$ cat config.mk
export PLATFORM = sky130hd
export DESIGN_NAME = wb_merge_stage
export DESIGN_NICKNAME = d
export VERILOG_FILES = /design/src/rtl/brisc_pkg.sv /design/src/rtl/wb_rr_arbiter.sv /design/src/rtl/wb_merge_stage.sv
export SDC_FILE = /design/constraint.sdc
export NUM_CORES = 1
export LEC_CHECK = 0
export BUFFER_PORTS_ARGS = -buffer_cell sky130_fd_sc_hd__clkbuf_2
export CAP_MARGIN = 20
export CORE_AREA = 2 2 99 101
export CTS_BUF_LIST = sky130_fd_sc_hd__clkbuf_8
export DETAILED_ROUTE_END_ITERATION = 12
export DIE_AREA = 0 0 101 103
export PLACE_DENSITY = 0.68
export SYNTH_ARGS = -nofsm -noshare
export SYNTH_HDL_FRONTEND = slang
export SYNTH_SLANG_ARGS = --single-unit
$ cat constraint.sdc
create_clock -name clk -period 0.8 [get_ports clk]
set_input_delay 0.2 -clock clk [delete_from_list [all_inputs] [get_ports clk]]
set_output_delay 0.2 -clock clk [all_outputs]
set_load 0.005 [all_outputs]
$ cat src/rtl/brisc_pkg.sv
// Shared types for the brisc pipeline: result-source encoding and the
// writeback candidate record presented by each completion channel.
package brisc_pkg;

  typedef enum logic [1:0] {
    FROM_ALU     = 2'b00,
    FROM_CACHE   = 2'b01,
    FROM_PC_NEXT = 2'b10
  } result_src_e;

  localparam int WB_MAX_CH   = 4;
  localparam int WB_XLEN     = 32;
  localparam int WB_REG_BITS = 5;

  typedef struct packed {
    logic [WB_XLEN-1:0]     result;
    logic [WB_REG_BITS-1:0] rd;
    logic                   reg_write;
  } wb_cand_t;

endpackage

$ cat src/rtl/wb_rr_arbiter.sv
// One-hot grant among NUM_CH requesters. WB_RR_ARB_EN selects round-robin
// (pointer = last granted, moves only on advance); otherwise lowest index wins.
module wb_rr_arbiter #(
  parameter int NUM_CH = 2
) (
  input  logic              clk,
  input  logic              reset_n,
  input  logic [NUM_CH-1:0] req,
  input  logic              advance,
  output logic [NUM_CH-1:0] grant
);

`ifdef WB_RR_ARB_EN
  localparam int PTR_W = $clog2(NUM_CH);
  localparam logic [PTR_W-1:0] PTR_RST = PTR_W'(NUM_CH - 1);

  logic [PTR_W-1:0]  ptr;
  logic [PTR_W-1:0]  grant_idx;
  logic [NUM_CH-1:0] upper_req;
  logic [NUM_CH-1:0] pick_from;

  // Requests strictly above the pointer go first; wrap to the full set otherwise.
  always_comb begin
    upper_req = req & (({NUM_CH{1'b1}} << ptr) << 1);
    pick_from = (upper_req != '0) ? upper_req : req;
    grant     = pick_from & (~pick_from + NUM_CH'(1));
  end

  always_comb begin
    grant_idx = '0;
    for (int i = 0; i < NUM_CH; i++) begin
      if (grant[i]) grant_idx = PTR_W'(i);
    end
  end

  always_ff @(posedge clk or negedge reset_n) begin
    if (!reset_n) begin
      ptr <= PTR_RST;
    end else if (advance) begin
      ptr <= grant_idx;
    end
  end
`else
  logic unused_ok;

  assign grant     = req & (~req + NUM_CH'(1));
  assign unused_ok = ^{clk, reset_n, advance};
`endif

endmodule

$ cat src/rtl/wb_merge_stage.sv
// Writeback merge: selects each channel's result, arbitrates one winner and
// registers it toward the register file. Arbitration policy: WB_RR_ARB_EN.
module wb_merge_stage
  import brisc_pkg::*;
#(
  parameter int XLEN     = 32,
  parameter int REG_BITS = 5,
  parameter int NUM_CH   = 2
) (
  input  logic                                  clk,
  input  logic                                  reset_n,
  input  logic                                  stall_in,
  input  logic [NUM_CH-1:0]                     ch_valid_in,
  output logic [NUM_CH-1:0]                     ch_ready_out,
  input  logic [NUM_CH*XLEN-1:0]                ch_alu_res_in,
  input  logic [NUM_CH*XLEN-1:0]                ch_read_data_in,
  input  logic [NUM_CH*XLEN-1:0]                ch_pc_plus4_in,
  input  logic [NUM_CH*REG_BITS-1:0]            ch_rd_in,
  input  logic [NUM_CH-1:0]                     ch_reg_write_in,
  input  logic [NUM_CH*$bits(result_src_e)-1:0] ch_result_src_in,
  output logic                                  wb_valid_out,
  output logic [$clog2(NUM_CH)-1:0]             wb_ch_out,
  output logic                                  reg_write_out,
  output logic [REG_BITS-1:0]                   rd_out,
  output logic [XLEN-1:0]                       result_out
);

  localparam int SRC_W = $bits(result_src_e);
  localparam int CH_W  = $clog2(NUM_CH);

  wb_cand_t          cand [NUM_CH];
  wb_cand_t          win;
  logic [CH_W-1:0]   win_idx;
  logic [NUM_CH-1:0] req;
  logic [NUM_CH-1:0] grant;
  logic              handshake;

  // Unknown source encodings collapse to zero so X never reaches the regfile.
  always_comb begin
    for (int i = 0; i < NUM_CH; i++) begin
      cand[i].rd        = ch_rd_in[i*REG_BITS +: REG_BITS];
      cand[i].reg_write = ch_reg_write_in[i];
      case (ch_result_src_in[i*SRC_W +: SRC_W])
        FROM_ALU:     cand[i].result = ch_alu_res_in[i*XLEN +: XLEN];
        FROM_CACHE:   cand[i].result = ch_read_data_in[i*XLEN +: XLEN];
        FROM_PC_NEXT: cand[i].result = ch_pc_plus4_in[i*XLEN +: XLEN];
        default:      cand[i].result = '0;
      endcase
    end
  end

  assign req = ch_valid_in & {NUM_CH{~stall_in}};

  wb_rr_arbiter #(.NUM_CH(NUM_CH)) u_arb (
    .clk     (clk),
    .reset_n (reset_n),
    .req     (req),
    .advance (handshake),
    .grant   (grant)
  );

  // Ready is forced low during reset even though grant is purely combinational.
  assign ch_ready_out = grant & {NUM_CH{~stall_in & reset_n}};
  assign handshake    = |ch_ready_out;

  always_comb begin
    win     = '0;
    win_idx = '0;
    for (int i = 0; i < NUM_CH; i++) begin
      if (grant[i]) begin
        win     = cand[i];
        win_idx = CH_W'(i);
      end
    end
  end

  always_ff @(posedge clk or negedge reset_n) begin
    if (!reset_n) begin
      wb_valid_out  <= 1'b0;
      wb_ch_out     <= '0;
      reg_write_out <= 1'b0;
      rd_out        <= '0;
      result_out    <= '0;
    end else if (!stall_in) begin
      if (handshake) begin
        wb_valid_out  <= 1'b1;
        wb_ch_out     <= win_idx;
        reg_write_out <= win.reg_write & (win.rd != '0);
        rd_out        <= win.rd;
        result_out    <= win.result;
      end else begin
        wb_valid_out  <= 1'b0;
        reg_write_out <= 1'b0;
      end
    end
  end

endmodule

Word-level counts from Yosys, hierarchy flattened
Cells that the tools add are included.

word-level totals
  register bits after elaboration = 40
  bits in latches = 0
  bits in writable memories = 0
  ROM bits = 0
  bits of input ports = 213
  output and inout port bits = 42
  memories kept = 0

cells by class
  add/sub/neg operators = 1
  multipliers = 0
  divide/modulo/power cells = 0
  magnitude comparators = 0
  equality and inequality tests = 4
  shift-type cells = 0
  muxes and demuxes = 7
  bitwise operators = 7
  reductions and logical operators = 5

operators by type and width
  kind                   number
  $pmux W32 S3           2
  $mux W38               2
  $and A2 B2 Y2          3
  $reduce_bool A5 Y1     1
  $eq A2 B1 Y1 const B   2
  $eq A2 B2 Y1 const B   2
  $logic_not A2 Y1       2
  $mux W1                3
  $add A2 B1 Y2 const B  1
  $and A1 B1 Y1          2
  $not A2 Y2             1
  $reduce_and A2 Y1      1
  $reduce_or A2 Y1       1
  $not A1 Y1             1

Logic depth before layout (Yosys ltp)
Gate-level depths: netlist of the first run.

  word-level depth = 10
  mapped depth = 7
  gate-level depth less buffers = 4

By module
From an unflattened synthesis of the first run, not the netlist that was laid out.

unflattened totals
  cells, all modules = 437
  area, all modules = 3,524.6 µm²

modules (own cells, without submodules)
  module          times used  cells an instance  area an instance (µm²)
  wb_merge_stage  1           435                3,503.4
  wb_rr_arbiter   1           2                  21.3

Least setup slack after synthesis of the first run
Ideal clock, no wire load.

  path type = input -> register
  start = input ch_valid_in[1]
  end = register rd_out[2]
  setup time = 0.127 ns
  arrival time = 1.267 ns
  required time = 0.673 ns
  path slack = -0.595 ns
  stages on the path = 6
  path buffers = 3
  cells stage by stage = buf_2 -> nor4bb_4 -> a21o_1 -> buf_4 -> buf_6 -> mux2_1

between the ends
  longest elaborated chain between the ends = 7

ends and longest elaborated chain
  element                        RTL line              text
  start: declaration             wb_merge_stage.sv:13  input logic [NUM_CH-1:0] ch_valid_in,
  $and A2 B2 Y2 *                wb_merge_stage.sv:52  assign req = ch_valid_in & {NUM_CH{~stall_in}};
  $not A2 Y2                     wb_rr_arbiter.sv:46   assign grant = req & (~req + NUM_CH'(1));
  $add A2 B1 Y2                  wb_rr_arbiter.sv:46
  $and A2 B2 Y2 *                wb_rr_arbiter.sv:46
  $and A2 B2 Y2 *                wb_merge_stage.sv:63  assign ch_ready_out = grant & {NUM_CH{~stall_in & reset_n}};
  via ch_ready_out[1]            wb_merge_stage.sv:14  output logic [NUM_CH-1:0] ch_ready_out,
  $reduce_or A2 Y1 *             wb_merge_stage.sv:64  assign handshake = |ch_ready_out;
  $reduce_and A2 Y1 (no line) *  --
  end signal: assignment         wb_merge_stage.sv:89  rd_out <= win.rd;
  end: declaration               wb_merge_stage.sv:24  output logic [REG_BITS-1:0] rd_out,

The timed path passes the listed nets; every way through them passes the cells marked *.
A chain may end at the register's enable or synchronous reset.

Final worst setup path of the first run
  start = input ch_valid_in[0]
  end = register result_out[14]

between the ends
  longest elaborated chain between the ends = 7

ends and longest elaborated chain
  element                      RTL line              text
  $and A2 B2 Y2 *              wb_merge_stage.sv:52
  $not A2 Y2                   wb_rr_arbiter.sv:46
  $add A2 B1 Y2                wb_rr_arbiter.sv:46
  $and A2 B2 Y2 *              wb_rr_arbiter.sv:46
  $and A2 B2 Y2                wb_merge_stage.sv:63
  $reduce_or A2 Y1             wb_merge_stage.sv:64
  $reduce_and A2 Y1 (no line)  --
  end signal: assignment       wb_merge_stage.sv:90  result_out <= win.result;
  end: declaration             wb_merge_stage.sv:25  output logic [XLEN-1:0] result_out

Every way passes the cells marked *; elsewhere a longest branch is shown, timed or not.

==> results of run 1 <==
[kinds of logic (layout without fill, tap and decap cells)]
logic type | Yosys count | count (layout) | share of synthesized area, %
AO/OA/AOI/OAI | 108 | 108 | 21.4
buffers and inverters | 39 | 343 | 6.99
flip-flops | 40 | 40 | 30.9
multiplexers | 69 | 69 | 22.9
AND/OR/NAND/NOR | 117 | 118 | 17.8
[routing by layer]
metal  global-route usage (%)  vias up  wire, µm
li1                         -     1957         -
met1                     28.5     1888      5540
met2                     45.9      173      7240
met3                     3.39       14       738
met4                     5.72        0       210
met5                        0        -         0
[what timing repair did]
| item | CTS | global route |
|---|---|---|
| resized for setup | 66 | 61 |
| pin swaps | 28 | 32 |
| buffers inserted | 22 | 20 |
| cloned | 5 | 7 |
| hold buffers | 0 | 0 |
| setup endpoints to repair | 82 | 81 |
[placed cells by master, fill, tap and decap left out, types with 2 or more instances in the layout]
master | Yosys | final
nor2b_4 | 0 | 2
nor3_2 | 0 | 2
dfrtp_1 | 40 | 40
buf_4 | 8 | 47
nor2_4 | 0 | 2
clkbuf_16 | 0 | 7
mux2_4 | 1 | 5
clkbuf_2 | 1 | 246
clkbuf_8 | 0 | 7
inv_1 | 2 | 3
a21oi_2 | 0 | 5
a22oi_1 | 32 | 6
and2_1 | 32 | 32
mux2i_1 | 32 | 30
buf_6 | 4 | 9
a21o_1 | 3 | 2
a31oi_1 | 32 | 31
buf_12 | 0 | 11
o21ai_2 | 0 | 21
o21ai_4 | 0 | 2
nand2_1 | 8 | 6
nor2_1 | 64 | 62
o21ai_1 | 30 | 9
nand3b_1 | 5 | 5
buf_8 | 0 | 8
buf_16 | 0 | 2
mux2i_2 | 0 | 2
a22oi_2 | 0 | 26
mux2_2 | 35 | 32
[final timing paths]
check,startpoint,to,slack [ps],cells past startpoint
worst max-delay path,ch_valid_in[0],result_out[14],-370,7
max in group asynchronous,reset_n,result_out[18],150,5
worst max register to register,result_out[22],result_out[22],-100,4
min in group clk,ch_read_data_in[19],result_out[19],240,3
worst min register to register,wb_valid_out,wb_valid_out,510,1
worst min-delay path,reset_n,reg_write_out,50,4
[metrics by stage]
| step | hold WS, ps | setup slack [ps] | utilization, % | instances | area [µm²] |
|---|---|---|---|---|---|
| finish | 53.9 | -374 | 62.6 | 792 | 5920 |
| CTS | 67.6 | -360 | 57.4 | 768 | 5430 |
| detailed placement | 314 | -1030 | 50.5 | 733 | 4770 |
| global placement | 304 | -991 | 50.5 | 733 | 4770 |
| floorplan | -95.6 | -501 | - | 373 | 3300 |
| global route | 59.1 | -403 | 62.6 | 792 | 5920 |
[area by class of cell]
type                    instances  area [µm²]
clock inverters                 2        7.51
well taps                     114         143
repair buffers                333        2310
flip-flops and latches         40        1000
multi-input cells             295        2370
fillers                       840        3540
clock buffers                   6        82.6
inverters                       2        7.51
[synthesized netlist by cell type, types with 2 or more instances]
| cell | instances |
|---|---|
| nor2_1 | 64 |
| dfrtp_1 | 40 |
| mux2_2 | 35 |
| a22oi_1 | 32 |
| a31oi_1 | 32 |
| and2_1 | 32 |
| mux2i_1 | 32 |
| o21ai_1 | 30 |
| buf_2 | 15 |
| clkbuf_1 | 9 |
| buf_4 | 8 |
| nand2_1 | 8 |
| a21oi_1 | 6 |
| nand3b_1 | 5 |
| buf_6 | 4 |
| a21o_1 | 3 |
| nor2b_1 | 3 |
| o21ai_0 | 3 |
| inv_1 | 2 |
| nor3_1 | 2 |
[power groups by stage]
stage / sequential, mW / clock, mW / combinational (mW)
after floorplan: 2.64 / 0 / 1.07
after global placement: 2.62 / 0 / 2.29
after detailed placement: 2.63 / 0 / 2.35
after CTS: 2.59 / 1.45 / 2.81
after global routing: 2.62 / 1.53 / 3.53
final: 2.59 / 1.41 / 3.25
[flip-flops by register name, indices dropped and copies added (netlist names)]
name	cells
wb_valid_out	1
reg_write_out	1
rd_out	5
wb_ch_out	1
result_out	32
[critical path: cells and delay by family]
kind                   cells  cell delay [ps]
AOI/OAI and AO/OA          3              560
buffers and inverters      4              600
==> metrics.txt, run 1 <==
final worst path period need=1170 ps; Data arrival, critical path=roughly 1400 ps; Inserted Clock Buffers=5; crit path max-delay cell type=a2111oi_4; max frequency=0.852 GHz; Clock Skews=0 ps; CORE AREA=around 9500 µm²; antenna fix cells=0; Avg Inst Size Synth=around 8.7 µm²; sw frac=between 30% and 40%; Setup Crit Path Kind=primary input to flip-flop; worst-margin pin slew=between 400 and 500 ps; WL final=between 10,000 and 15,000 µm; status=finished with violations; HP Class=primary input to async pin; Most common cell on crit path=buf_6; Comb pwr share=~45%; final setup violation count=slightly above 80; Largest stage delay, worst path=slightly above 300 ps; CTS Sinks=40; Initial DRC Count=135; Critical Path, Cell by Cell=clkbuf_16 -> buf_6 -> a2111oi_4 -> buf_6 -> buf_8 -> o21ai_1 -> a31oi_1; share of layout cells above drive strength 1=roughly two thirds; async set or reset register ratio after synthesis=100%; I/O pin cnt=between 200 and 300; vias in the first global route=~4,000; Sum Neg Setup Slack=-20,340 ps; GRT Util Overall=24.1%; Ys Warns=0; post-synth top area cell=dfrtp_1; CTS Root Cell=clkbuf_8; Yosys reg bits=40; Top FF cell, synth=dfrtp_1; initial core utilization=roughly a third; Leakage=between 2 and 3 nW; Post-synth EDFFs=0; Synth area leaders=dfrtp_1, mux2_2, mux2i_1, a22oi_1, nor2_1; unique cell type count in the Yosys netlist=28; final hold vios=0; max_slew headroom=69.3%; Flop pwr share=a little over a third; std cell rows=36; Syn-to-layout area delta=82.8%; Clock Latency Late Sink=between 200 and 300 ps; initial antenna violation count=0; CTS H-tree depth=2; Final GP Congestion=around 0.84; sequential-to-total area share from yosys stat=a little under a third; chip width=around 100 µm; total power=7.24 mW; Startpoint Class=primary input; Peak VDD IR=0.667 mV; failing checks=setup timing; cell area power density=about 1200 nW/µm²; worst path required time=1000 ps; CP Max Fanout=6; DR WL/cell=17.3 µm; hpwl dp=9510 µm; TritonCTS clock tree=yes; top-area cell type share of the netlist area=30.9%; max cap viols=0; post-route clock period utilization=147%; via/cell ratio=around 5.1; via count=~4,000; largest net degree at the start of global routing=33; RSZ-0062 raised after global routing=true; cell count after synthesis=~370; Syn Nets=just under 600; Longest Clk Path Bufs=2; Die Area=around 10,000 µm²; DRT Pass-1 Iters=4; PortBufs=approximately 250; Clk pin slew, worst setup/hold paths=roughly 80 ps; Die Ht=103 µm; Mapped Area=3240 µm²; Nets=a little under 900; first-pass GRT wire length=just under 20,000 µm; Clk network pwr share=approximately 19%; net switching power=approximately 2.3 mW; antenna-violating nets left=0; critical path endpoint category=flip-flop; global route overflow=0; Final WS setup=-374 ps; drt drc=0; Max Slew Vio Count=0; P_int=4.96 mW
No activity file was read; power rests on OpenSTA's default activity.
==> run 2, diff against run 1 <==
- CORE_AREA: 2 2 99 101 -> not set
- CORE_UTILIZATION: not set -> 30
- DIE_AREA: 0 0 101 103 -> not set
- PLACE_DENSITY: 0.68 -> 0.6
==> run 2 against run 1 <==
The flow finishes with violations (hold timing, setup timing). Combinational power is 6.8% lower. Clock skew stayed put. Sequential power hardly changed. Fmax is 1.9% higher. Clock-buffer cell count is 1 lower. Register-to-register slack hardly changed. Critical path depth is 1 lower. Total power is 5.5% lower. Clock power is 13% lower. Wire length is 11% lower.
==> metrics.txt, run 2 (same netlist as run 1, synthesis figures left out) <==
Largest regs=result_out x32, rd_out x5; flop-to-flop setup slack=-90 ps; hold_ws=-29.4 ps; chip width=between 100 and 150 µm; R2R cell count=4; FF-to-FF Start=result_out[3]; CORE AREA=approximately 10,000 µm²; std cell rows=37; max reg flops=32; max frequency=around 0.87 GHz; Max Slew Vio Count=0; Nets=just under 900; final worst path period need=1150 ps; final setup violation count=82; Clock Latency Late Sink=roughly 280 ps; largest net degree at the start of global routing=25; first-pass GRT wire length=18,400 µm; critical path endpoint category=flip-flop; Initial DRC Count=approximately 180; Final WS setup=-352 ps; Clk pin slew, worst setup/hold paths=around 70 ps; via/cell ratio=around 4.8; drt drc=0; Die Area=about 11,000 µm²; initial core utilization=31.1%; vias in the first global route=3,778; antenna fix cells=0; fill count=approximately 1,000; Reg area=~1000 µm²; pre-CTS worst setup slack=-771 ps; Final Non-Filler Cells=805; antenna-violating nets left=0; failing checks=hold timing, setup timing; Reg with most FFs=result_out; initial antenna violation count=0; Setup Crit Path Kind=primary input to flip-flop; area of the multi-input gates=between 2000 and 2500 µm²; Crit. Startpoint=ch_valid_in[0]; RSZ-0062 raised after global routing=true; Final Cell Area=5600 µm²; most common cell after layout, fill and taps aside=clkbuf_2; global route overflow=0; final hold vios=23; status=finished with violations; via count=3,886; Longest Clk Path Bufs=2; WL final=12,200 µm; cell area power density=between 1000 and 1500 nW/µm²; CTS Root Cell=clkbuf_8; post-place instance area=between 4000 and 5000 µm²; most frequent cells in the layout=clkbuf_2, nor2_1, buf_4, dfrtp_1; Syn-to-layout area delta=73.0%; GRT Util Overall=approximately a fifth; CTS Sinks=40; max cap viols=0; R2R Path End=result_out[3]; PortBufs=254; Startpoint Class=primary input; Die Ht=~110 µm; I/O pin cnt=255; Data arrival, critical path=between 1000 and 1500 ps; DRT Pass-1 Iters=4; Sum Neg Setup Slack=-19,780 ps; max_slew headroom=about four fifths; Final GP Congestion=between 0.8 and 0.9; placed insts=~760; DR WL/cell=about 15 µm; hpwl dp=9270 µm; CP endpoint=result_out[26]; HP Class=primary input to async pin; Clock Skews=0 ps; worst-margin pin slew=~280 ps; share of layout cells above drive strength 1=63.2%; Final Util=a little over half; CP Max Fanout=18; TritonCTS clock tree=yes; Inserted Clock Buffers=5; Peak VDD IR=just under 0.5 mV; CTS H-tree depth=2; total power=6.84 mW; Leakage=2.81 nW; post-route clock period utilization=144%; worst path required time=~960 ps
run 2: final cells by class:
class	count	share of cell area, %
tap	136	3.04
sequential	40	17.9
inverter	2	0.134
timing repair buffer	328	37.7
clock buffer	5	1.23
multi-input combinational	294	40.0
run 2: how the worst min path moves through the flow:
stage | startpoint | end | slack (ps) | cells after the start
after global routing | reset_n | wb_ch_out | -30 | 3
after floorplan | reset_n | rd_out[0] | -100 | 0
final | reset_n | wb_ch_out | -30 | 3
after global placement | reset_n | rd_out[4] | 300 | 3
after detailed placement | reset_n | rd_out[4] | 310 | 3
after CTS | reset_n | wb_valid_out | -20 | 3
run 2: what timing repair did:
item	CTS	global route
endpoints found under the setup margin	82	82
resized for setup	30	54
pin swaps	8	31
endpoints found under the hold margin	23	23
cloned	2	3
buffers inserted	21	21
run 2: layer usage:
layer / GRT usage, % / share of wire, % / up-vias
li1: - / - / 1937
met1: 24.2 / 40 / 1755
met2: 40.2 / 53 / 182
met3: 2.94 / 6.3 / 12
met4: 4.56 / 1.1 / 0
met5: 0 / 0 / -
run 2: critical path, stage by stage:
cell	delay (ps)
clkbuf_16	140
and2b_2	230
and3b_2	250
buf_12	170
a22oi_1	200
a31oi_1	120
run 2: where the power goes:
group / internal [mW] / switching, mW / total, mW
sequential: 2.39 / 0.213 / 2.60
clock: 0.563 / 0.653 / 1.22
combinational: 1.79 / 1.24 / 3.03
total: 4.74 / 2.10 / 6.84
==> run 3, diff against run 2 <==
- CELL_PAD_IN_SITES_DETAIL_PLACEMENT: not set -> 0
- CELL_PAD_IN_SITES_GLOBAL_PLACEMENT: not set -> 1
- PLACE_DENSITY: 0.6 -> 0.85
- TNS_END_PERCENT: not set -> 50
- clock period: 0.8 -> 1.47 ns (I/O delays scaled with it)
==> run 3 against run 2 <==
The run now ends clean. Total power down 50%. Combinational power fell by 58%. Die area unchanged. First-iteration DRC count fell by 42%. Via count is 2.6% lower. Cell count fell by 4.8%. Worst hold slack better by 170 ps. Global-route usage up 0.51 points. Wire length down 0.62%. Worst setup slack gained 410 ps. Largest power group is now sequential cells.
==> metrics.txt, run 3 (same netlist as run 1, synthesis figures left out) <==
most frequent cells in the layout=clkbuf_2, nor2_1, dfrtp_1, mux2_2; CTS H-tree depth=2; TritonCTS clock tree=yes; Inserted Clock Buffers=5; Final Non-Filler Cells=between 700 and 800; CTS Sinks=40; DR WL/cell=15.8 µm; net switching power=roughly 1.1 mW; I/O pin cnt=approximately 260; std cell rows=37; antenna-violating nets left=0; initial core utilization=a little under a third; worst-margin pin slew=404 ps; RSZ-0062 raised after global routing=false; global route overflow=0; Setup Crit Path Kind=primary input to output port; chip width=approximately 110 µm; Comb pwr share=a little under two fifths; HP Class=primary input to async pin; Peak VDD IR=around 0.34 mV; DRT Pass-1 Iters=4; Critical Path, Cell by Cell=clkbuf_2 -> nor4bb_4 -> buf_4 -> buf_6; antenna fix cells=0; fill count=~1,100; crit path max-delay cell type=nor4bb_4; Largest regs=result_out x32, rd_out x5; Max Slew Vio Count=0; CP Max Fanout=2; largest net degree at the start of global routing=35; WL final=roughly 12,000 µm; Clk pin slew, worst setup/hold paths=around 80 ps; GRT Util Overall=a little over a fifth; initial antenna violation count=0; sw frac=31.3%; Reg with most FFs=result_out; P_int=2.37 mW; Clk network pwr share=between 20% and 30%; critical path endpoint category=output port; Initial DRC Count=106; Data arrival, critical path=roughly 1100 ps; Die Ht=~110 µm; final worst path period need=1420 ps; Nets=842; status=complete, no violations; Final GP Congestion=around 0.86; post-route clock period utilization=96.3%; cell area power density=between 600 and 700 nW/µm²; max reg flops=32; via/cell ratio=4.94; share of layout cells above drive strength 1=a little over half; Clock Skews=0 ps; Syn-to-layout area delta=52.1%; final setup violation count=0; Die Area=roughly 11,000 µm²; most common cell after layout, fill and taps aside=clkbuf_2; first-pass GRT wire length=18,600 µm; vias in the first global route=around 3,900; worst path required time=around 1100 ps; placed insts=approximately 760; max cap viols=0; Largest stage delay, worst path=just over 300 ps; setup bufs post-CTS=0; CTS Root Cell=clkbuf_8; CORE AREA=roughly 10,000 µm²; Clock Latency Late Sink=approximately 290 ps; final hold vios=0; Flop pwr share=between 40% and 50%; Longest Clk Path Bufs=2; hpwl dp=between 9000 and 10,000 µm; drt drc=0; Sum Neg Setup Slack=0 ps; max_slew headroom=roughly 73%; PortBufs=~250; via count=about 3,800; Startpoint Class=primary input; Leakage=about 2.5 nW; max frequency=slightly above 0.7 GHz
-- run 3: path summary, 6_finish.rpt --
path                       slack (ps)                from  cells after the start              end
setup / recovery                   50             reset_n                      4  ch_ready_out[1]
hold / removal                    140             reset_n                      3        rd_out[0]
setup reg to reg                  700           rd_out[2]                      1        rd_out[2]
hold reg to reg                   480           wb_ch_out                      1        wb_ch_out
max in group asynchronous         620             reset_n                      3        rd_out[1]
min in group clk                  410  ch_read_data_in[1]                      3    result_out[1]
-- run 3: what timing repair did --
action / in CTS / in global routing
hold endpoints to repair: 5 / 0
resized for setup: 1 / 9
pin swaps: 0 / 1
hold buffers: 1 / 0
endpoints found under the setup margin: 2 / 24
-- run 3: stage by stage --
stage	area (µm²)	setup slack (ps)	hold slack, ps	total power [mW]	utilization (%)
2_1_floorplan	3240	-89.6	71.9	2.00	-
5_1_grt	4930	8.84	138	3.68	47.3
3_3_place_gp	4810	-230	332	2.69	46.2
3_5_place_dp	4810	-285	320	2.72	46.2
6_report	4930	53.9	143	3.45	47.3
4_1_cts	4900	7.61	122	3.50	47.1
-- run 3: power groups by stage --
stage	combinational [mW]	sequential (mW)	clock (mW)
after CTS	1.29	1.42	0.793
final	1.28	1.41	0.754
after global placement	1.26	1.43	0
after floorplan	0.561	1.44	0
after detailed placement	1.28	1.44	0
after global routing	1.41	1.44	0.831
-- run 3: critical path: cells and delay by family --
kind	cells	cell delay [ps]
buffers and inverters	3	360
and+or+nand+nor	1	310
-- run 3: cell type report --
| cell class | instances | area [µm²] | share of cell area, % |
|---|---|---|---|
| clock inverter | 2 | 7.51 | 0.152 |
| timing repair buffer | 286 | 1630 | 33.1 |
| inverter | 2 | 7.51 | 0.152 |
| sequential | 40 | 1000 | 20.3 |
| tap | 136 | 170 | 3.45 |
| multi-input combinational | 294 | 2020 | 41.1 |
| clock buffer | 6 | 82.6 | 1.68 |
-- run 3: layer usage --
metal	track usage (%)	up-vias	part of all wire, %
met5	0	-	0
met4	3.37	0	0.38
met3	3.92	7	7.5
met2	41.6	194	52
met1	24.4	1736	40
li1	-	1848	-
